**src/rtl/dds_sweep_ctrl.sv**
```systemverilog
// ---------------------------------------------------------------------------
// dds_sweep_ctrl
//
// Frequency-sweep controller for a DDS. It steps a phase increment from
// f_start towards f_stop in f_step increments, holding each increment for
// max(dwell,1) cycles, and accumulates a reset-to-zero phase word that
// drives the DDS.
//
// Optional feature (macro SWEEP_PINGPONG_EN): once the up-sweep ends, the
// controller walks the increment back down to f_start (RET state) before
// finishing. The top step is not repeated on the way down.
//
// Ports:
//   clk          sole clock, rising edge
//   rst_n        asynchronous active-low reset
//   start        sweep request pulse, honoured only in IDLE
//   abort        terminate sweep, honoured in any non-IDLE state
//   f_start      first phase increment
//   f_stop       last (maximum) phase increment
//   f_step       increment step
//   dwell        cycles per frequency step (0 behaves as 1)
//   phase        phase word for the DDS
//   incr         current phase increment
//   phase_valid  phase is a live sweep sample
//   busy         high in every state other than IDLE
//   done         single-cycle pulse on normal sweep completion
//   err          single-cycle pulse on a rejected configuration
//   state_dbg    current FSM state encoding
//
// Handshake: start is a level sampled on a rising edge while IDLE; there is
// no ready/ack, busy reports whether a request will be ignored.
// All outputs come straight from flops.
// ---------------------------------------------------------------------------
module dds_sweep_ctrl #(
    parameter int DWELL_W = 16
) (
    input  logic               clk,
    input  logic               rst_n,
    input  logic               start,
    input  logic               abort,
    input  logic [7:0]         f_start,
    input  logic [7:0]         f_stop,
    input  logic [7:0]         f_step,
    input  logic [DWELL_W-1:0] dwell,
    output logic [7:0]         phase,
    output logic [7:0]         incr,
    output logic               phase_valid,
    output logic               busy,
    output logic               done,
    output logic               err,
    output logic [2:0]         state_dbg
);

    typedef enum logic [2:0] {
        S_IDLE = 3'd0,
        S_LOAD = 3'd1,
        S_RUN  = 3'd2,
`ifdef SWEEP_PINGPONG_EN
        S_RET  = 3'd4,
`endif
        S_DONE = 3'd3
    } state_t;

    state_t             state, state_nxt;
    logic [7:0]         f_start_r, f_stop_r, f_step_r;
    logic [7:0]         f_start_nxt, f_stop_nxt, f_step_nxt;
    logic [DWELL_W-1:0] dwell_r, dwell_nxt;
    logic [DWELL_W-1:0] dwell_cnt, dwell_cnt_nxt;
    logic [7:0]         phase_nxt, incr_nxt;
    logic               phase_valid_nxt, busy_nxt, done_nxt, err_nxt;

    logic               cfg_bad;
    logic [DWELL_W-1:0] dwell_load;
    logic [8:0]         phase_lim;
    logic [7:0]         phase_adv;
    logic               step_end;
    logic [8:0]         up_sum;
    logic               up_last;
`ifdef SWEEP_PINGPONG_EN
    logic signed [8:0]  dn_diff;
    logic               dn_last;
`endif

    assign state_dbg = state;

    always_comb begin
        // Configuration is judged on the live inputs at the moment start is taken.
        cfg_bad    = (f_step == 8'd0) || (f_start == 8'd0) || (f_start > f_stop);
        dwell_load = (dwell_r == '0) ? '0 : dwell_r - DWELL_W'(1);
        // Phase resets to zero instead of wrapping once it would reach 256.
        phase_lim  = 9'd256 - {1'b0, incr};
        phase_adv  = ({1'b0, phase} < phase_lim) ? phase + incr : 8'd0;
        step_end   = (dwell_cnt == '0);
        up_sum     = {1'b0, incr} + {1'b0, f_step_r};
        up_last    = (incr == f_stop_r) || (up_sum > {1'b0, f_stop_r});
`ifdef SWEEP_PINGPONG_EN
        dn_diff    = $signed({1'b0, incr}) - $signed({1'b0, f_step_r});
        dn_last    = (incr == f_start_r) || (dn_diff < $signed({1'b0, f_start_r}));
`endif

        state_nxt       = state;
        f_start_nxt     = f_start_r;
        f_stop_nxt      = f_stop_r;
        f_step_nxt      = f_step_r;
        dwell_nxt       = dwell_r;
        dwell_cnt_nxt   = dwell_cnt;
        phase_nxt       = phase;
        incr_nxt        = incr;
        phase_valid_nxt = phase_valid;
        busy_nxt        = busy;
        done_nxt        = 1'b0;
        err_nxt         = 1'b0;

        case (state)
            S_IDLE: begin
                if (start && !abort) begin
                    f_start_nxt = f_start;
                    f_stop_nxt  = f_stop;
                    f_step_nxt  = f_step;
                    dwell_nxt   = dwell;
                    if (cfg_bad) begin
                        err_nxt = 1'b1;
                    end else begin
                        state_nxt = S_LOAD;
                        busy_nxt  = 1'b1;
                    end
                end
            end
            S_LOAD: begin
                incr_nxt        = f_start_r;
                phase_nxt       = 8'd0;
                dwell_cnt_nxt   = dwell_load;
                phase_valid_nxt = 1'b1;
                state_nxt       = S_RUN;
            end
            S_RUN: begin
                phase_nxt = phase_adv;
                if (!step_end) begin
                    dwell_cnt_nxt = dwell_cnt - DWELL_W'(1);
                end else if (!up_last) begin
                    incr_nxt      = up_sum[7:0];
                    dwell_cnt_nxt = dwell_load;
                end else begin
`ifdef SWEEP_PINGPONG_EN
                    // Step straight to the first lower increment so the top
                    // step is not played twice.
                    if (dn_last) begin
                        state_nxt       = S_DONE;
                        phase_valid_nxt = 1'b0;
                        done_nxt        = 1'b1;
                    end else begin
                        state_nxt     = S_RET;
                        incr_nxt      = dn_diff[7:0];
                        dwell_cnt_nxt = dwell_load;
                    end
`else
                    state_nxt       = S_DONE;
                    phase_valid_nxt = 1'b0;
                    done_nxt        = 1'b1;
`endif
                end
            end
`ifdef SWEEP_PINGPONG_EN
            S_RET: begin
                phase_nxt = phase_adv;
                if (!step_end) begin
                    dwell_cnt_nxt = dwell_cnt - DWELL_W'(1);
                end else if (!dn_last) begin
                    incr_nxt      = dn_diff[7:0];
                    dwell_cnt_nxt = dwell_load;
                end else begin
                    state_nxt       = S_DONE;
                    phase_valid_nxt = 1'b0;
                    done_nxt        = 1'b1;
                end
            end
`endif
            S_DONE: begin
                state_nxt       = S_IDLE;
                busy_nxt        = 1'b0;
                phase_valid_nxt = 1'b0;
            end
            default: begin
                state_nxt       = S_IDLE;
                busy_nxt        = 1'b0;
                phase_valid_nxt = 1'b0;
            end
        endcase

        // Abort wins over everything outside IDLE, including a pending done.
        if (abort && (state != S_IDLE)) begin
            state_nxt       = S_IDLE;
            phase_nxt       = 8'd0;
            phase_valid_nxt = 1'b0;
            busy_nxt        = 1'b0;
            done_nxt        = 1'b0;
            err_nxt         = 1'b0;
            dwell_cnt_nxt   = '0;
        end
    end

    always_ff @(posedge clk or negedge rst_n) begin
        if (!rst_n) begin
            state       <= S_IDLE;
            f_start_r   <= 8'd0;
            f_stop_r    <= 8'd0;
            f_step_r    <= 8'd0;
            dwell_r     <= '0;
            dwell_cnt   <= '0;
            phase       <= 8'd0;
            incr        <= 8'd0;
            phase_valid <= 1'b0;
            busy        <= 1'b0;
            done        <= 1'b0;
            err         <= 1'b0;
        end else begin
            state       <= state_nxt;
            f_start_r   <= f_start_nxt;
            f_stop_r    <= f_stop_nxt;
            f_step_r    <= f_step_nxt;
            dwell_r     <= dwell_nxt;
            dwell_cnt   <= dwell_cnt_nxt;
            phase       <= phase_nxt;
            incr        <= incr_nxt;
            phase_valid <= phase_valid_nxt;
            busy        <= busy_nxt;
            done        <= done_nxt;
            err         <= err_nxt;
        end
    end

endmodule

```
**config.mk**
```make
export PLATFORM = sky130hd
export DESIGN_NAME = dds_sweep_ctrl
export DESIGN_NICKNAME = d
export VERILOG_FILES = /design/src/rtl/dds_sweep_ctrl.sv
export SDC_FILE = /design/constraint.sdc
export NUM_CORES = 1
export LEC_CHECK = 0
export CORE_ASPECT_RATIO = 1.2
export CORE_UTILIZATION = 25
export CTS_CLUSTER_DIAMETER = 100
export DETAILED_ROUTE_END_ITERATION = 16
export PLACE_DENSITY = 0.51
export REMOVE_ABC_BUFFERS = 1
export SKIP_CTS_REPAIR_TIMING = 1
export SYNTH_ARGS = -nofsm -noshare
export SYNTH_HDL_FRONTEND = slang
export SYNTH_SLANG_ARGS = --single-unit
```
**constraint.sdc**
```tcl
create_clock -name clk -period 8.9 [get_ports clk]
set_input_delay 1.78 -clock clk [delete_from_list [all_inputs] [get_ports clk]]
set_output_delay 1.78 -clock clk [all_outputs]
set_load 0.1 [all_outputs]
```
==> results.py <==
metrics = {
    "detailed_routing": {
        "wl_um": 13900,
        "drt_iter0_drc": 195,
        "drc": 0,
        "vias": 4197,
        "vias_per_cell": 4.91,
        "ant_nets": 0,
        "drt_first_pass_iters": 4,
        "wl_per_cell_um": 16.3,
    },
    "floorplan": {
        "die_y_um": 161,
        "ios": 67,
        "coreArea_um2": 20500,
        "die_x_um": 135,
        "rows": 57,
        "initial_core_util_pct": 25.7,
        "dieArea_um2": 21700,
    },
    "global_route": {
        "grt_max_degree": 79,
        "grt_use_total_pct": 13.5,
        "grt_pass1_wl_um": 22700,
        "antenna_found_initial": 0,
        "grt-ovfl-total": 0,
        "grt_pass1_vias": 4372,
    },
    "sta": {
        "finalClockSkew_ns": 0.00992,
        "grt_setup_unrepaired": "false",
        "hold_viol_final": 0,
        "drv_slew": 0,
        "period_needed_ns": 4.44,
        "setup_viol": 0,
        "slew_headroom_pct": 19.5,
        "setup_tns_ns": 0,
        "fmax_mhz": 225,
        "tightestPinTransition_ns": 1.20,
        "min_period_over_period_pct": 49.9,
    },
    "final_layout": {
        "fin_cells": 854,
        "area_delta_synth_final_pct": 22.9,
        "drive_above_1_share_pct": 10.4,
        "mostFrequentLayoutCell": "dfrtp_1",
        "num_antenna_cells": 0,
        "final_nets": 678,
        "final_cell_mix": "78 x dfrtp_1, 64 x clkdlybuf4s50_1, 47 x ha_1",
    },
    "synth": {
        "synth.ff_latch_count": 78,
        "syn_area_um2": 5270,
        "synthesis.instances": 524,
        "synth_xor_area_share_pct": 7.98,
        "synth_edf_count": 0,
        "synth_top_family_by_area": "compound AO/OA/AOI/OAI gates",
        "synth_compound_area_share_pct": 16.3,
        "ys_types": 55,
        "synth_warnings": 0,
        "async_flop_share_pct": 100,
        "avgSynthCellArea_um2": 10.1,
        "yosys.area_share.simple_pct": 14.4,
        "synth_mux_area_share_pct": 8.76,
        "synth_fa_ha_area_share_pct": 11.9,
        "ys_seq_area_share_pct": 37.0,
        "ys.flop_type": "dfrtp_1",
    },
    "critical_path": {
        "crit_required_ns": 9.09,
        "startpoint": "incr[0]",
        "reg2reg_from": "incr[0]",
        "path_max_fanout": 10,
        "path_class": "flop to flop",
        "cp-start-kind": "flop",
        "critPathCaptureType": "flop",
        "cp.arrival_ns": 4.63,
    },
    "placed_design": {
        "place.gp.congestion": 0.841,
        "portBuffers": 65,
        "hpwl_um": 10500,
        "place_inst": 839,
    },
    "clocking": {
        "insertion_delay_ns": 0.34,
        "cts_max_path_buffers": 2,
        "root_buffer": "clkbuf_16",
        "tritoncts": "yes",
        "numCtsBuffers": 9,
        "cts.clk_slew.worst_paths_ns": 0.07,
        "cts_sinks": 78,
        "cts.htree.levels": 3,
    },
    "run": {
        "maxCapViolCount": 0,
    },
    "worst_hold_path": {
        "worstHoldPathType": "flop to flop",
        "min_from": "phase_valid",
    },
    "run_status": {
        "status": "finished, final reports clean",
    },
}
## kinds of logic (layout without fill, tap and decap cells)
group                      count (synthesis)  count (layout)
and+or+nand+nor                          137             137
buffers and inverters                     46             111
xor gates and xnor gates                  48              48
muxes                                     42              42
other                                      1               1
DFF                                       78              78
adders and majority gates                 49              49
AOI/OAI and AO/OA                        123             123
## cell usage after synthesis (3+ instances only)
library cell   n  area, um^2
dfrtp_1       78        1950
ha_1          47         588
mux2_2        33         372
nand2_1       32         120
inv_1         28         105
xnor2_1       25         219
a21oi_1       24         120
xor2_1        23         201
a22o_1        21         184
nor2_1        20        75.1
o21ai_0       19        95.1
nor4_1        16         100
a211oi_1      14         105
nor3_1        13        65.1
o22ai_1       13        81.3
nor2b_1       11        68.8
clkbuf_1      10        37.5
mux2i_1        9        90.1
nand2b_1       8        50.1
o211ai_1       6        45.0
or3_1          6        37.5
a21o_1         5        37.5
nand4_1        5        31.3
or4_1          5        37.5
nand3_1        4        20.0
nand3b_1       4        30.0
o21bai_1       4        30.0
buf_1          3        11.3
buf_2          3        15.0
nor4b_1        3        26.3
o31ai_1        3        22.5
## routing by layer
layer  up-vias  wire length (um)  share of wire [%]  GRT usage [%]
li1       2056                 -                  -              -
met1      2045              6180                 45           16.6
met2        82              7000                 50           23.5
met3        14               515                3.7           2.57
met4         0               182                1.3           4.55
met5         -                 0                  0              0
## layout make-up
| type | instances | area [um^2] |
|---|---|---|
| repair buffers | 68 | 671 |
| multi-input cells | 400 | 3130 |
| well taps | 265 | 332 |
| flip-flops and latches | 78 | 1950 |
| fillers | 2087 | 14000 |
| clock buffers | 9 | 225 |
| clock inverters | 6 | 63.8 |
| inverters | 28 | 105 |
## stage by stage
stage / util, % / worst slack (ns) / instance area [um^2] / hold WS, ns
2_1_floorplan: - / 4.57 / 5190 / 0.451
3_3_place_gp: 30.2 / 4.61 / 6190 / 0.496
3_5_place_dp: 30.2 / 4.42 / 6190 / 0.500
4_1_cts: 31.7 / 4.43 / 6480 / 0.516
5_1_grt: 31.7 / 4.02 / 6480 / 0.537
6_report: 31.7 / 4.46 / 6480 / 0.511
## flip-flops by register name (all words and copies together), names as in the netlist
register     count
busy             1
f_step_r         8
dwell_cnt       16
phase            8
incr             8
phase_valid      1
dwell_r         16
state_dbg        2
err              1
f_stop_r         8
done             1
f_start_r        8
## worst max-delay path, cell delays in order, from the launching register on
cell and delay (ns):
dfrtp_1 0.51, ha_1 0.30, fa_1 0.42, a211oi_1 0.32
o21bai_1 0.12, a21oi_1 0.18, xnor2_1 0.17, ha_1 0.30
a211oi_1 0.29, o211ai_1 0.14, o211ai_1 0.45, nand4_1 0.63
mux2i_1 0.35, a21oi_1 0.10
## path summary, 6_finish.rpt
kind                          endpoint  slack (ns)  depth (start not counted)
setup / recovery               incr[2]        4.46                         13
setup reg to reg               incr[2]        4.46                         13
min in group asynchronous  dwell_r[10]        1.63                          1
max in group asynchronous     phase[6]        6.62                          1
hold / removal             phase_valid        0.51                          1
hold reg to reg            phase_valid        0.51                          1
Power is left out: the tool's default activity adds up to more than one toggle a clock period on the data nets, which glitch-free logic cannot reach.
